$ cat config.mk
export PLATFORM = sky130hd
export DESIGN_NAME = md_issue_ctrl
export DESIGN_NICKNAME = d
export VERILOG_FILES = /design/src/rtl/md_pkg.sv /design/src/rtl/md_issue_ctrl_hilo_regs.sv /design/src/rtl/md_issue_ctrl.sv
export SDC_FILE = /design/constraint.sdc
export NUM_CORES = 1
export LEC_CHECK = 0
export ABC_AREA = 1
export BUFFER_PORTS_ARGS = -buffer_cell sky130_fd_sc_hd__buf_4
export CORE_MARGIN = 4
export CORE_UTILIZATION = 45
export DETAILED_ROUTE_END_ITERATION = 6
export GPL_TIMING_DRIVEN = 0
export MAX_ROUTING_LAYER = met4
export PLACE_DENSITY = 0.72
export SETUP_SLACK_MARGIN = 0.15
export SYNTH_ARGS = -nofsm -noshare
export SYNTH_HDL_FRONTEND = slang
export SYNTH_SLANG_ARGS = --single-unit
$ cat constraint.sdc
create_clock -name clk -period 4.01 [get_ports clk]
set_input_delay 0.802 -clock clk [delete_from_list [all_inputs] [get_ports clk]]
set_output_delay 0.802 -clock clk [all_outputs]
set_load 0.01 [all_outputs]
$ cat src/rtl/md_pkg.sv
// md_pkg: shared types and decode helpers for the multiply/divide issue block.
//   md_op_t  - EX-stage HI/LO-class opcode (4 bits)
//   state_t  - issue FSM states
//   is_md / is_sgn / is_div - opcode classification helpers
package md_pkg;

    typedef enum logic [3:0] {
        OP_NONE  = 4'd0,
        OP_MULT  = 4'd1,
        OP_MULTU = 4'd2,
        OP_DIV   = 4'd3,
        OP_DIVU  = 4'd4,
        OP_MFHI  = 4'd5,
        OP_MFLO  = 4'd6,
        OP_MTHI  = 4'd7,
        OP_MTLO  = 4'd8
    } md_op_t;

    typedef enum logic [1:0] {
        IDLE = 2'd0,
        REQ  = 2'd1,
        BUSY = 2'd2,
        DONE = 2'd3
    } state_t;

    // Operation needs the multi-cycle engine
    function automatic logic is_md(md_op_t op);
        return (op == OP_MULT) || (op == OP_MULTU) || (op == OP_DIV) || (op == OP_DIVU);
    endfunction

    function automatic logic is_sgn(md_op_t op);
        return (op == OP_MULT) || (op == OP_DIV);
    endfunction

    function automatic logic is_div(md_op_t op);
        return (op == OP_DIV) || (op == OP_DIVU);
    endfunction

endpackage

$ cat src/rtl/md_issue_ctrl_hilo_regs.sv
// hilo_regs: architectural HI/LO register pair.
//   i_commit       - load pending engine result into both HI and LO
//   i_pend_hi/lo   - staged result
//   i_mthi/i_mtlo  - move-to write enables, data on i_wdata
//   o_hi/o_lo      - architectural values
// Commit and MT writes are mutually exclusive by construction of the FSM
// (commit only from DONE, MT only from IDLE); commit is still given priority.
module hilo_regs #(
    parameter int DW = 32
) (
    input  logic          clk,
    input  logic          rst,
    input  logic          i_commit,
    input  logic [DW-1:0] i_pend_hi,
    input  logic [DW-1:0] i_pend_lo,
    input  logic          i_mthi,
    input  logic          i_mtlo,
    input  logic [DW-1:0] i_wdata,
    output logic [DW-1:0] o_hi,
    output logic [DW-1:0] o_lo
);

    logic [DW-1:0] r_hi;
    logic [DW-1:0] r_lo;

    always_ff @(posedge clk) begin
        if (rst) begin
            r_hi <= '0;
            r_lo <= '0;
        end else if (i_commit) begin
            r_hi <= i_pend_hi;
            r_lo <= i_pend_lo;
        end else begin
            if (i_mthi) r_hi <= i_wdata;
            if (i_mtlo) r_lo <= i_wdata;
        end
    end

    assign o_hi = r_hi;
    assign o_lo = r_lo;

endmodule

$ cat src/rtl/md_issue_ctrl.sv
// md_issue_ctrl: EX-stage initiator for the multi-cycle multiply/divide engine.
// Decodes HI/LO-class ops, issues operands over req/ack/done, stalls IF..EX
// while the engine works, stages the result until commit, and owns HI/LO.
//   ex_*        - EX instruction (valid, opcode, rs, rt)
//   flush       - exception flush of the EX instruction
//   mem_stall   - downstream stall, EX instruction held
//   pipe_stall  - freeze IF..EX
//   mf_result   - HI for MFHI, LO for MFLO, else 0
//   hi/lo       - architectural HI/LO
//   eng_*       - engine handshake (req/ack/done, kill pulse, operands, result)
module md_issue_ctrl
    import md_pkg::*;
#(
    parameter int DW = 32
) (
    input  logic          clk,
    input  logic          rst,
    input  logic          ex_valid,
    input  logic [3:0]    ex_op,
    input  logic [DW-1:0] ex_rs,
    input  logic [DW-1:0] ex_rt,
    input  logic          flush,
    input  logic          mem_stall,
    output logic          pipe_stall,
    output logic [DW-1:0] mf_result,
    output logic [DW-1:0] hi,
    output logic [DW-1:0] lo,
    output logic          eng_req,
    output logic          eng_sgn,
    output logic          eng_div,
    output logic [DW-1:0] eng_a,
    output logic [DW-1:0] eng_b,
    output logic          eng_kill,
    input  logic          eng_ack,
    input  logic          eng_done,
    input  logic [DW-1:0] eng_hi,
    input  logic [DW-1:0] eng_lo
);

    state_t        r_state, w_next;
    md_op_t        w_op;
    logic          w_md_go, w_div0;
    logic          w_commit, w_abort, w_mthi, w_mtlo;
    logic          r_kill, r_sgn, r_div;
    logic [DW-1:0] r_a, r_b, r_pend_hi, r_pend_lo;

    assign w_op    = md_op_t'(ex_op);
    assign w_md_go = ex_valid & is_md(w_op) & ~flush;
    // Divide by zero never reaches the engine: HI/LO are re-committed unchanged
    assign w_div0  = is_div(w_op) & (ex_rt == '0);

    always_comb begin
        w_next     = r_state;
        pipe_stall = 1'b0;
        eng_req    = 1'b0;
        w_commit   = 1'b0;
        w_abort    = 1'b0;
        w_mthi     = 1'b0;
        w_mtlo     = 1'b0;
        case (r_state)
            IDLE: begin
                if (w_md_go) begin
                    // The divide-by-zero shortcut completes without freezing the pipe
                    pipe_stall = ~w_div0;
                    w_next     = w_div0 ? DONE : REQ;
                end else if (ex_valid & ~flush & ~mem_stall) begin
                    w_mthi = (w_op == OP_MTHI);
                    w_mtlo = (w_op == OP_MTLO);
                end
            end
            REQ: begin
                if (flush) begin
                    w_abort = 1'b1;
                    w_next  = IDLE;
                end else begin
                    eng_req    = 1'b1;
                    pipe_stall = 1'b1;
                    if (eng_ack) w_next = BUSY;
                end
            end
            BUSY: begin
                if (flush) begin
                    w_abort = 1'b1;
                    w_next  = IDLE;
                end else begin
                    pipe_stall = 1'b1;
                    if (eng_done) w_next = DONE;
                end
            end
            DONE: begin
                if (flush) begin
                    w_next = IDLE;
                end else if (~mem_stall) begin
                    w_commit = 1'b1;
                    w_next   = IDLE;
                end
            end
            default: w_next = IDLE;
        endcase
    end

    always_ff @(posedge clk) begin
        if (rst) begin
            r_state   <= IDLE;
            r_kill    <= 1'b0;
            r_sgn     <= 1'b0;
            r_div     <= 1'b0;
            r_a       <= '0;
            r_b       <= '0;
            r_pend_hi <= '0;
            r_pend_lo <= '0;
        end else begin
            r_state <= w_next;
            // Kill is the registered image of an abort, so it is exactly one cycle
            r_kill  <= w_abort;
            if (r_state == IDLE && w_md_go) begin
                r_a   <= ex_rs;
                r_b   <= ex_rt;
                r_sgn <= is_sgn(w_op);
                r_div <= is_div(w_op);
                if (w_div0) begin
                    r_pend_hi <= hi;
                    r_pend_lo <= lo;
                end
            end
            if (r_state == BUSY && ~flush && eng_done) begin
                r_pend_hi <= eng_hi;
                r_pend_lo <= eng_lo;
            end
        end
    end

    hilo_regs #(.DW(DW)) u_hilo (
        .clk       (clk),
        .rst       (rst),
        .i_commit  (w_commit),
        .i_pend_hi (r_pend_hi),
        .i_pend_lo (r_pend_lo),
        .i_mthi    (w_mthi),
        .i_mtlo    (w_mtlo),
        .i_wdata   (ex_rs),
        .o_hi      (hi),
        .o_lo      (lo)
    );

    assign mf_result = (w_op == OP_MFHI) ? hi :
                       (w_op == OP_MFLO) ? lo : '0;
    assign eng_kill  = r_kill;
    assign eng_sgn   = r_sgn;
    assign eng_div   = r_div;
    assign eng_a     = r_a;
    assign eng_b     = r_b;

endmodule

**Yosys cells after proc, flatten, opt, wreduce, memory -nomap -nowiden**

Index checks and enable logic that the tools add are counted.

- Register bits after elaboration: 197
- Input port bits: 139
- Output and inout bits: 165
- Word-level logic and storage cells: 87

- Eq/ne operators: 15
- Mux-type cells: 35
- Bitwise gates (word level): 9
- Reduce and logical (&&, ||, !) cells: 18

Operator list:

| cell | count |
|---|---|
| $mux W32 | 12 |
| $logic_not A32 Y1 | 1 |
| $eq A4 B3 Y1 const B | 4 |
| $mux W2 | 8 |
| $mux W1 | 13 |
| $ne A3 B3 Y1 const B | 3 |
| $eq A4 B2 Y1 const B | 2 |
| $pmux W2 S4 | 1 |
| $reduce_bool A2 Y1 | 4 |
| $and A1 B1 Y1 | 5 |
| $logic_or A1 B1 Y1 | 5 |
| $eq A2 B2 Y1 const B | 2 |
| $eq A4 B1 Y1 const B | 1 |
| $eq A4 B4 Y1 const B | 1 |
| $not A1 Y1 | 4 |
| $reduce_and A4 Y1 | 1 |
| $reduce_or A2 Y1 | 2 |
| $logic_and A1 B1 Y1 | 3 |
| $eq A2 B1 Y1 const B | 1 |
| $logic_not A2 Y1 | 1 |
| $ne A2 B2 Y1 const B | 1 |
| $pmux W1 S2 | 1 |
| $reduce_and A2 Y1 | 1 |

**Depth between registers and ports, before layout**

- Depth in word-level cells: 10
- Mapped depth: 12
- Depth with buffers taken out: 12

**Modules after synthesis**

A second synthesis with hierarchy kept.

- Cell total of the unflattened synthesis: 1,455
- Area total of the unflattened synthesis: 10,128.5 um^2

By module, submodules not included:

| module | times used | cells an instance | area each (um^2) | seq. area each (um^2) |
|---|---|---|---|---|
| md_issue_ctrl | 1 | 970 | 7,089.3 | 2,662.6 |
| hilo_regs | 1 | 485 | 3,039.2 | 1,281.2 |

**Worst setup path after synthesis**

Ideal clock, no wire load.

- Path type: input port to output port
- Start point: input ex_op[2]
- End point: output pipe_stall
- Arrival: 1.841 ns
- Data required time: 3.208 ns
- Path slack: 1.367 ns
- Stages on the path: 9
- Buffers on the path: 2
- Cell sequence: nor2_1 -> nand2_1 -> nand2_1 -> nand2_1 -> nor2_2 -> buf_2 -> buf_2 -> nand2_1 -> a21oi_1

- Longest elaborated chain between the ends: 8
- Elaborated cells on any way between the ends: 14
- Those cells by class: 4 x eq/ne; 2 x mux; 4 x bitwise; 4 x reduce/logical

RTL lines:

| item | RTL line | text |
|---|---|---|
| from (decl) | md_issue_ctrl.sv:19 | `input logic [3:0] ex_op,` |
| $eq A4 B1 Y1 / $eq A4 B2 Y1 (equally long branches) | md_pkg.sv:28 | `return (op == OP_MULT) \|\| (op == OP_MULTU) \|\| (op == OP_DIV) \|\| (op == OP_DIVU);` |
| $logic_or A1 B1 Y1 (3 in a row) | md_pkg.sv:28 |  |
| $and A1 B1 Y1 (2 in a row) | md_issue_ctrl.sv:48 | `assign w_md_go = ex_valid & is_md(w_op) & ~flush;` |
| $mux W1 * | md_issue_ctrl.sv:62 | `if (w_md_go) begin` |
| $pmux W1 S2 * | md_issue_ctrl.sv:60 | `case (r_state)` |
| to (decl) | md_issue_ctrl.sv:24 | `output logic pipe_stall,` |

Every way passes the cells marked *; elsewhere a longest branch is shown, timed or not.

**Worst setup path after layout**

- Start point: input ex_op[1]
- End point: output pipe_stall

The elaborated chain is that of the path after synthesis.

==> impl_metrics.tcl <==
set metrics [dict create \
    status "completed" \
    async_flop_share_pct 0 \
    die_h_um 153.9 \
    die_w_um 153.9 \
    initialDrtViolationCount 750 \
    post-route-period-util_pct 79.10 \
    clk_latency_ps 440 \
    ys_seq_elements 197 \
    path_delay_family "buffers and inverters" \
    setup_ws_ps 838.2 \
    track_usage_pct 28.07 \
    path_class "in -> out" \
    startpoint_type "input port" \
    dieArea_mm2 0.02370 \
    clock_path_buffers 2 \
    cts_tree "built" \
    cts_root_buf "clkbuf_16" \
    area.growth.synth_to_final_pct 33.68 \
    cp_common_cell "nand2_1" \
    hpwl_mm 25.21 \
    path_clk_slew_ps 70 \
    cap_viol_max_count 0 \
    wl_mm 33.76 \
    synthCells 1323 \
    reg2reg_depth 8 \
    ant_nets 0 \
    wire_per_inst_um 17.47 \
    leakagePower_nw 6.142 \
    antenna_found_initial 1 \
    hp-class "reg -> reg" \
    max_stage_delay_ps 290 \
    synth_area_mm2 0.009584 \
    yosys.cell_count.top_type "nor2_1" \
    utilization_pct 61.14 \
    cp_cell_sequence "buf_4, nor2_1, nand2_1, nand2_1, nand2_1, nor2_2, buf_2, buf_2, nand2_1, a21oi_1, buf_4" \
    synth_common_cells "219 x nor2_1, 197 x dfxtp_1, 175 x inv_1, 165 x a21oi_1, 155 x nand2_1" \
    cts_sinks 197 \
    drv_slew 0 \
    critPathSlowestCell "buf_2" \
    final_nets 1787 \
    relSlewSlack_pct 49.02 \
    ys_seq_area_share_pct 41.15 \
    synth_area_leaders "dfxtp_1 41%, a21oi_1 8.6%, nor2_1 8.6%, mux2_2 7.5%, inv_1 6.9%" \
    power_density_mw_per_mm2 391.0 \
    initial_utilization_pct 45.74 \
    synth_cell_types 25 \
    cts_hold_buf 0 \
    routabilityCongestion 0.9263 \
    syn-num-nets 1466 \
    ir_drop_mv 0.2952 \
    preCtsSetupSlack_ps 809.1 \
    rsz0062_at_grt "false" \
    vias 10070 \
    grt_max_degree 20 \
    fp.coreArea_mm2 0.02096 \
    post-route-drc-count 0 \
    final_layout_size_suffix_gt1_share_pct 29.15 \
    syn_avg_cell_area_um2 7.244 \
    grt_pass1_wl_mm 51.79 \
    cts_buffers 17 \
    max_slew.worst_pin.slew_ps 764.8 \
    worstPathArrival_ps 2370 \
    drt_pass1_iterations 5 \
    rows 53 \
    fin_crit_ps 3172 \
    crit_path_end_kind "output pin" \
    finalHoldViolCount 0 \
    setup-violations-final 0 \
    globalRouteOverflowTotal 0 \
    critPathRequiredTime_ps 3210 \
    worst-path-stages 11 \
    critPathMaxFanout 10 \
    synth_warnings 0 \
    synth_flop_cell "dfxtp_1" \
    postCtsSetupRepairBufs 0 \
    grt_pass1_vias 9583 \
    io_buffers 302 \
    holdPathStages 2 \
    avgViaCountPerCell 5.211 \
    crit_buf_inv 4 \
    yosysTopAreaCell "dfxtp_1" \
    setup_tns_ps 0 \
    clock.fmax_mhz 315.3 \
    clock-skew-final_ps 12.56 \
    htreeDepth 4 \
    num_io_pins 304 \
    synth_top_area_share_pct 41.15 \
    cts_resized 0 \
    synth-edff-count 0 \
]
-- registers in the layout (all words and copies together) (netlist names) --
signal       count
eng_a           32
eng_b           32
eng_div          1
eng_kill         1
eng_sgn          1
r_pend_hi       32
r_pend_lo       32
r_state          2
u_hilo.o_hi     32
u_hilo.o_lo     32
-- metal layers --
layer  part of all wire (%)  vias to the layer above  GRT usage (%)  wire (um)
met5                      0                        -              -          0
met4                    2.6                        0          9.125        893
met3                    7.5                       52          5.010       2537
met2                     48                      419          44.88      16060
met1                     42                     4668          36.14      14270
li1                       -                     4933              -          -
-- worst reg2reg max path: cells and delay by family, from the launching register on --
family,cells,cell delay (ps)
AOI/OAI and AO/OA,1,70
adders and majority gates,1,260
buffers and inverters,3,470
DFF,1,330
and+or+nand+nor,3,860
-- metrics by stage --
stage               instances  instance area [um2]  hold WS (ps)  total power [mW]
floorplan                1323                 9584         488.6             2.818
global placement         1900                12200         455.9             3.199
detailed placement       1900                12200         467.7             3.217
CTS                      1932                12810         480.1             5.020
global route             1933                12810         512.9             5.214
finish                   1933                12810         481.9             5.009
-- cells in the final DEF (no fill, tap or decap), drive strengths merged, types with 54 or more instances in the layout --
cell type / count
buf: 365
nor2: 221
dfxtp: 197
inv: 185
a21oi: 165
nand2: 155
o21ai: 99
nand3: 70
mux2: 64
clkbuf: 54
-- final timing paths --
path / from / endpoint / slack (ps)
worst min register to register: eng_sgn$_SDFFE_PP0P_ / eng_sgn$_SDFFE_PP0P_ / 480
worst max register to register: r_state[0]$_SDFFE_PP0P_ / u_hilo.o_lo[7]$_SDFFE_PP0P_ / 1890
worst max-delay path: ex_op[1] / pipe_stall / 840
worst min-delay path: eng_sgn$_SDFFE_PP0P_ / eng_sgn$_SDFFE_PP0P_ / 480
-- kinds of logic after synthesis --
family / count (synthesis) / synth area share (%)
buf+inv: 276 / 12.36
mux: 64 / 7.520
compound gates: 329 / 18.45
fa+ha+maj: 4 / 0.5222
flops: 197 / 41.15
simple gates: 453 / 20.00
-- layout make-up --
class / instances / area [um2]
fillers: 2006 / 8143
multi-input cells: 850 / 4456
flip-flops and latches: 197 / 3944
repair buffers: 302 / 2267
inverters: 177 / 664.4
plain buffers: 99 / 520.5
clock buffers: 18 / 429.2
well taps: 275 / 344.1
clock inverters: 14 / 185.2
diodes: 1 / 2.502
-- power by group --
part / leakage [nW] / internal (mW) / switching, mW
Clock: 0.300 / 0.955 / 0.869
Combinational: 4.25 / 0.458 / 0.576
Sequential: 1.59 / 2.08 / 0.0671
Total: 6.14 / 3.50 / 1.51
No activity file was read; power rests on OpenSTA's default activity.
